[src/rtl/rob_complete_arbiter.sv]
// ROB completion arbiter: merges mem/mul/alu completions into one in-order
// queue that drains one entry per cycle into a registered ROB write port.
//
// Ports:
//   clk, reset          clock, synchronous active-high reset
//   in_flush            discard every pending completion
//   in_mem_*            memory-stage completion (idx, value, exception)
//   in_mul_*            multiply completion (idx, value; exception is 0)
//   in_alu_*            ALU completion (idx, value, exception)
//   out_rob_*           registered ROB completion write
//   out_stall           front-end freeze, driven from the registered count only
module rob_complete_arbiter #(
    parameter int DEPTH = 8,
    parameter int IDX_W = 4
) (
    input  logic             clk,
    input  logic             reset,
    input  logic             in_flush,
    input  logic             in_mem_complete,
    input  logic [IDX_W-1:0] in_mem_idx,
    input  logic [31:0]      in_mem_value,
    input  logic [2:0]       in_mem_exception,
    input  logic             in_mul_complete,
    input  logic [IDX_W-1:0] in_mul_idx,
    input  logic [31:0]      in_mul_value,
    input  logic             in_alu_complete,
    input  logic [IDX_W-1:0] in_alu_idx,
    input  logic [31:0]      in_alu_value,
    input  logic [2:0]       in_alu_exception,
    output logic             out_rob_complete,
    output logic [IDX_W-1:0] out_rob_idx,
    output logic [31:0]      out_rob_value,
    output logic [2:0]       out_rob_exception,
    output logic             out_stall
);

    localparam int CW = $clog2(DEPTH + 1);
    localparam int PW = $clog2(DEPTH);
    localparam int EW = IDX_W + 35;
    localparam int SW = CW + 2;

    // Entry layout: {idx, value, exception}
    logic [EW-1:0] r_mem [DEPTH];
    logic [PW-1:0] r_rd;
    logic [PW-1:0] r_wr;
    logic [CW-1:0] r_count;
    logic          r_out_v;
    logic [EW-1:0] r_out_e;

    logic [EW-1:0] w_src [3];
    logic [2:0]    w_src_v;
    logic [EW-1:0] w_arr [3];
    logic [1:0]    w_n;
    logic [EW-1:0] w_push [3];
    logic [1:0]    w_npush;
    logic [PW-1:0] w_waddr [3];
    logic          w_pop_q;
    logic          w_any;
    logic [EW-1:0] w_head;
    logic [SW-1:0] w_occ;
    logic [PW-1:0] w_rd_nxt;
    logic [PW-1:0] w_wr_nxt;

    // Pointer advance with explicit wrap so non-power-of-two depths work.
    function automatic logic [PW-1:0] f_wrap(
        input logic [PW-1:0] p,
        input logic [1:0]    k
    );
        logic [PW+1:0] s;
        s = {2'b00, p} + {{PW{1'b0}}, k};
        if (s >= (PW + 2)'(DEPTH))
            s = s - (PW + 2)'(DEPTH);
        return s[PW-1:0];
    endfunction

    assign w_src[0] = {in_mem_idx, in_mem_value, in_mem_exception};
    assign w_src[1] = {in_mul_idx, in_mul_value, 3'b000};
    assign w_src[2] = {in_alu_idx, in_alu_value, in_alu_exception};
    assign w_src_v  = {in_alu_complete, in_mul_complete, in_mem_complete};

    // Compact present sources into arrival order (mem, mul, alu), no holes.
    always_comb begin
        w_arr[0] = '0;
        w_arr[1] = '0;
        w_arr[2] = '0;
        w_n      = 2'd0;
        for (int k = 0; k < 3; k++) begin
            if (w_src_v[k]) begin
                w_arr[w_n] = w_src[k];
                w_n        = w_n + 2'd1;
            end
        end
    end

    assign w_pop_q = (r_count != '0);
    assign w_any   = w_pop_q || (w_n != 2'd0);

    // With an empty queue the oldest arrival bypasses storage and goes
    // straight to the output register; the rest are pushed.
    always_comb begin
        w_head    = w_arr[0];
        w_push[0] = w_arr[1];
        w_push[1] = w_arr[2];
        w_push[2] = '0;
        w_npush   = (w_n == 2'd0) ? 2'd0 : w_n - 2'd1;
        if (w_pop_q) begin
            w_head    = r_mem[r_rd];
            w_push[0] = w_arr[0];
            w_push[1] = w_arr[1];
            w_push[2] = w_arr[2];
            w_npush   = w_n;
        end
    end

    always_comb begin
        for (int j = 0; j < 3; j++)
            w_waddr[j] = f_wrap(r_wr, 2'(j));
    end

    assign w_occ    = SW'(r_count) + SW'(w_n) - SW'(w_any);
    assign w_rd_nxt = w_pop_q ? f_wrap(r_rd, 2'd1) : r_rd;
    assign w_wr_nxt = f_wrap(r_wr, w_npush);

    // Storage array needs no reset; validity is tracked by r_count.
    always_ff @(posedge clk) begin
        if (!reset && !in_flush) begin
            for (int j = 0; j < 3; j++) begin
                if (2'(j) < w_npush)
                    r_mem[w_waddr[j]] <= w_push[j];
            end
        end
    end

    always_ff @(posedge clk) begin
        if (reset) begin
            r_rd    <= '0;
            r_wr    <= '0;
            r_count <= '0;
            r_out_v <= 1'b0;
            r_out_e <= '0;
        end else if (in_flush) begin
            r_rd    <= '0;
            r_wr    <= '0;
            r_count <= '0;
            r_out_v <= 1'b0;
        end else begin
            r_rd    <= w_rd_nxt;
            r_wr    <= w_wr_nxt;
            r_count <= w_occ[CW-1:0];
            r_out_v <= w_any;
            if (w_any)
                r_out_e <= w_head;
        end
    end

    assign out_rob_complete  = r_out_v;
    assign out_rob_idx       = r_out_e[EW-1 -: IDX_W];
    assign out_rob_value     = r_out_e[34:3];
    assign out_rob_exception = r_out_e[2:0];

    // Fewer than three free slots: a full cycle of arrivals could overflow.
    assign out_stall = (r_count > CW'(DEPTH - 3));

    a_no_overflow : assert property (
        @(posedge clk) disable iff (reset || in_flush)
        w_occ <= SW'(DEPTH)
    );

endmodule

[config.mk]
export PLATFORM = sky130hd
export DESIGN_NAME = rob_complete_arbiter
export DESIGN_NICKNAME = d
export VERILOG_FILES = /design/src/rtl/rob_complete_arbiter.sv
export SDC_FILE = /design/constraint.sdc
export NUM_CORES = 1
export LEC_CHECK = 0
export ABC_AREA = 1
export BUFFER_PORTS_ARGS = -buffer_cell sky130_fd_sc_hd__clkbuf_2
export CORE_MARGIN = 2
export CORE_UTILIZATION = 32
export DETAILED_ROUTE_END_ITERATION = 10
export GPL_ROUTABILITY_DRIVEN = 0
export HOLD_SLACK_MARGIN = 0.1
export PLACE_DENSITY_LB_ADDON = 0.2
export SLEW_MARGIN = 5
export SYNTH_ARGS = -nofsm -noshare
export SYNTH_HDL_FRONTEND = slang
export SYNTH_SLANG_ARGS = --single-unit
[constraint.sdc]
create_clock -name clk -period 5.6 [get_ports clk]
set_input_delay 0.28 -clock clk [delete_from_list [all_inputs] [get_ports clk]]
set_output_delay 0.28 -clock clk [all_outputs]
set_load 0.01 [all_outputs]
### Word-level counts from Yosys, hierarchy flattened

Memory sizes are Yosys's and may differ from the RTL's. A register that Yosys moved wholly into a read port is not among the register bits.
Index checks and enable logic that the tools add are counted.

* bitwise operators: 3
* mux-type cells: 32
* reductions and logical operators: 11
* magnitude comparators: 13
* add/sub/neg operators: 14

Operators with widths (count)
* 117-bit 2-to-1 mux: 3
* 117-bit bitwise mux: 2
* 39-bit demux with 2-bit select: 2
* 39-bit 2-to-1 mux: 4
* 3-bit 2-to-1 mux: 7
* 4-bit >= comparator (second input constant): 4
* 3-bit by 1-bit subtractor with 3-bit output (second input constant): 5
* 1-bit 2-to-1 mux: 10
* 3-bit by 1-bit adder with 4-bit output (second input constant): 2
* 2-bit 2-to-1 mux: 4
* 3-bit >= comparator (second input constant): 2
* 3-bit by 1-bit < comparator with 1-bit output (second input constant): 2
* 2-bit inverter with 3-bit output: 2
* 2-bit by 1-bit adder with 2-bit output (second input constant): 2
* 3-bit by 2-bit adder with 4-bit output: 1
* 3-bit by 2-bit adder with 4-bit output (second input constant): 1
* 4-bit by 2-bit adder with 4-bit output: 1
* 3-bit by 4-bit >= comparator with 1-bit output (second input constant): 1
* 4-bit by 3-bit > comparator with 1-bit output (second input constant): 1
* 1-bit by 2-bit < comparator with 1-bit output (first input constant): 2
* 4-bit nonzero test: 1
* 4-bit by 1-bit subtractor with 4-bit output: 1
* 1-bit logical AND: 3
* 1-bit zero test: 2
* 8 further kinds: 8

* logic and storage cells: 79
* output and inout bits: 41
* input bits: 120
* memories: 1
* RAM bits: 312
* bits in registers: 50

Memories
* r_mem: words 8, bits a word 39, rd ports 1, clocked after memory_dff 1, wr ports 3, RTL line 43 `logic [EW-1:0] r_mem [DEPTH];`

### Logic depth before layout (Yosys ltp)

* word-level depth: 12
* mapped depth: 17
* depth with buffers taken out: 13

### Worst setup path after synthesis

No wires, ideal clock.

* path type: input -> register
* from: input in_mem_complete
* to: memory r_mem[2][0] in the netlist's numbering, enable pin
* data required time: 4975 ps
* buffers on the path: 4
* slack: 1990 ps
* stages on the path: 14
* library setup time: 625 ps
* data arrival time: 2985 ps
* path through: buf_2 > inv_2 > buf_1 > ha_1 > inv_1 > nand2_1 > nand2_1 > inv_2 > nand3_2 > nor2_4 > buf_4 > nand2_1 > clkbuf_1 > nand3_1

RTL lines
* start: declaration: RTL line 19 `input logic in_mem_complete,`
* end: declaration: RTL line 43

==> flow_summary.yaml <==
grt:
  grt_pass1_vias: 25100
  grt_pass1_wl_mm: 170
  grt_max_degree: 93
  antenna_found_initial: 0
  overflow: 0
  gr-usage-all-layers: 0.281
cells_and_area:
  final_core_util: 0.363
  n_antenna_cell: 0
  nNetsFinal: 3904
  fillers: 8337
  area_delta_synth_final_pct: 12.2
  final_layout_size_suffix_gt1_frac: 0.0967
  finalInstanceArea_sq_mm: 0.0281
clocking:
  clkLatencyLatePin_ps: 620
  cts_tree: "built"
  cts_buffers: 46
  cts_root_buf: "clkbuf_16"
  htree_levels: 2
  path_clk_slew_ps: 60
  clk_path_buf_depth: 3
  cts_setup_buffers: 0
  cts_sinks: 365
detailed_routing:
  vias: 26800
  wl_met2_mm: 51.4
  drtIter0Drc: 3477
  drt-wirelength-per-cell_microns: 24.0
  dr.pass1.iters: 6
  highest_layer: "met4"
  ant_nets: 0
  dr_wl_met3_mm: 12.0
  via_per_inst: 5.54
  wl_met1_mm: 47.7
  drt-total-wl_mm: 116
  drc: 0
floorplanning:
  pin_count: 161
  die_area_sq_mm: 0.0805
  die_h_microns: 284
  die_w_microns: 284
  core_area_sq_mm: 0.0775
  start_util: 0.323
  rows: 102
yosys:
  ys_warn_count: 0
  netlist_area_sq_mm: 0.0250
  ys_types: 31
  ys.flop_type: "edfxtp_1"
  synth-seq-cells: 365
  synth-edff-count: 312
  synth-seq-area-share: 0.417
  synthDominantCellAreaShare: 0.374
  synth_cells: 3766
  synth_top_family_by_area: "simple AND/OR/NAND/NOR gates"
  synth.area.top_cells: "edfxtp_1 (37%), nand2_1 (28%), nand3_1 (15%)"
  synthArstFlopShare: 0
  synth_top_area_cell: "edfxtp_1"
  yosys.area_share.simple: 0.457
  synthAdderAreaFrac: 0.00760
  synthMuxAreaShare: 0
  synth_compound_area_frac: 0.0495
  synth_fp_nets: 3900
  syn_avg_cell_area_sq_um: 6.65
  synthXorXnorAreaFrac: 0.00105
min_path:
  hold_class: "in -> reg"
outcome:
  outcome: "complete, no violations"
pwr:
  p_seq_frac: 0.354
  p_int_mw: 5.92
  p_switching_mw: 3.79
  p_total_mw: 9.71
  p_sw_frac: 0.391
  power_per_cell_area_mw_per_mm2: 346
  combPwrFrac: 0.350
  peakVddDrop_mv: 0.245
  power_leakage_nw: 12.7
  p_clk_frac: 0.296
sta:
  tightestPinTransition_ps: 1200
  clock_skew_ps: 25.9
  period_minus_slack_ps: 3830
  final-hold-violation-count: 0
  fin_setup_tns_ps: 0
  slew_viol_final: 0
  maxSlewHeadroom: 0.193
  final-setup-viol-count: 0
  max_freq_mhz: 261
  fin_crit_sh: 0.683
  grt_setup_unrepaired: "no"
critical_path:
  cp.arrival_ps: 4130
  crit_path_end_kind: "register"
  cp.required_ps: 5900
  startpoint_type: "register"
  worstSetupPathType: "reg -> reg"
  critPathMaxFanout: 46
placed_design:
  placed_cell_area_sq_mm: 0.0267
  hpwlAfterDp_mm: 65.3
  portBuffers: 160
job:
  cap_violations: 0
-- critical path, cell delays in order (launching register included) --
cell     delay [ps]
dfxtp_1         330
inv_1            60
ha_1            240
nand2_4         460
nand3_2         160
nor2_4          240
buf_4           300
nand2_2         490
nand3_2         810
buf_4           390
-- kinds of logic (layout without fill, tap and decap cells) --
| logic type | after synthesis | count (layout) |
|---|---|---|
| AO/OA/AOI/OAI | 210 | 210 |
| XOR/XNOR | 3 | 3 |
| adder cells (fa/ha/maj) | 14 | 14 |
| buffers and inverters | 405 | 444 |
| flip-flops | 365 | 365 |
| AND/OR/NAND/NOR | 2769 | 2769 |
-- sequential cells by signal, summed over array words and instances, names as in the netlist, named ones only --
signal and count:
r_mem 312, r_out_e 39, r_count 4, r_rd 3
r_wr 3, out_rob_complete 1
-- routing by layer --
layer,up-vias,global-route usage
met5,-,0
met4,0,0.119
met2,1619,0.440
met3,336,0.0519
li1,12400,-
met1,12500,0.379
-- final timing paths --
kind | startpoint | to | slack [ps] | depth (start not counted)
max | r_count[2] | r_mem[1][30] | 1770 | 9
min | in_mem_exception[0] | r_out_e[0] | 130 | 5
max reg2reg | r_count[2] | r_mem[1][30] | 1770 | 9
min reg2reg | r_rd[2] | register | 440 | 1
-- cell usage after synthesis (all sizes together), types with 12 or more instances --
| library cell | count |
|---|---|
| a21oi | 86 |
| buf | 123 |
| clkbuf | 160 |
| dfxtp | 53 |
| edfxtp | 312 |
| ha | 12 |
| inv | 120 |
| nand2 | 1906 |
| nand3 | 752 |
| nor2 | 64 |
| nor3 | 46 |
| o211ai | 72 |
| o21ai | 50 |
-- power by group through the flow --
| stage | logic, mW | registers (mW) | clock network [mW] |
|---|---|---|---|
| 6_report | 3.40 | 3.44 | 2.87 |
| 5_1_grt | 3.83 | 3.45 | 2.98 |
| 4_1_cts | 3.35 | 3.44 | 2.89 |
| 3_5_place_dp | 3.34 | 3.49 | 0 |
| 3_3_place_gp | 3.31 | 3.49 | 0 |
| 2_1_floorplan | 2.35 | 3.48 | 0 |
-- placed cells by master (no fill, tap or decap), drive strengths merged, types with 46 or more instances in the layout --
cell type and instances:
a21oi 86, buf 78, clkbuf 222, dfxtp 53, edfxtp 312, inv 124
nand2 1906, nand3 752, nor2 64, nor3 46, o211ai 72, o21ai 50
-- repair_timing --
item,in CTS,in global routing
gates resized for setup,0,0
hold buffers,1,0
endpoints found under the hold margin,4,0
-- metrics by stage --
stage	std cells	setup slack (ps)	hold WS [ps]
floorplan	3766	1990	412
global placement	4761	1300	422
detailed placement	4761	1260	431
CTS	4845	1800	107
global route	4845	1650	166
finish	4845	1770	129
-- layout make-up --
type                            count  area (sq um)  share of cell area
Timing Repair Buffer              239          1430              0.0511
Clock buffer                       62          1250              0.0446
Tap cell                         1040          1300              0.0463
Inverter                          122           460              0.0164
Clock inverter                     21           114             0.00405
Sequential cell                   365         10400               0.372
Multi-Input combinational cell   2996         13100               0.466
(Power assumes the default switching activity.)
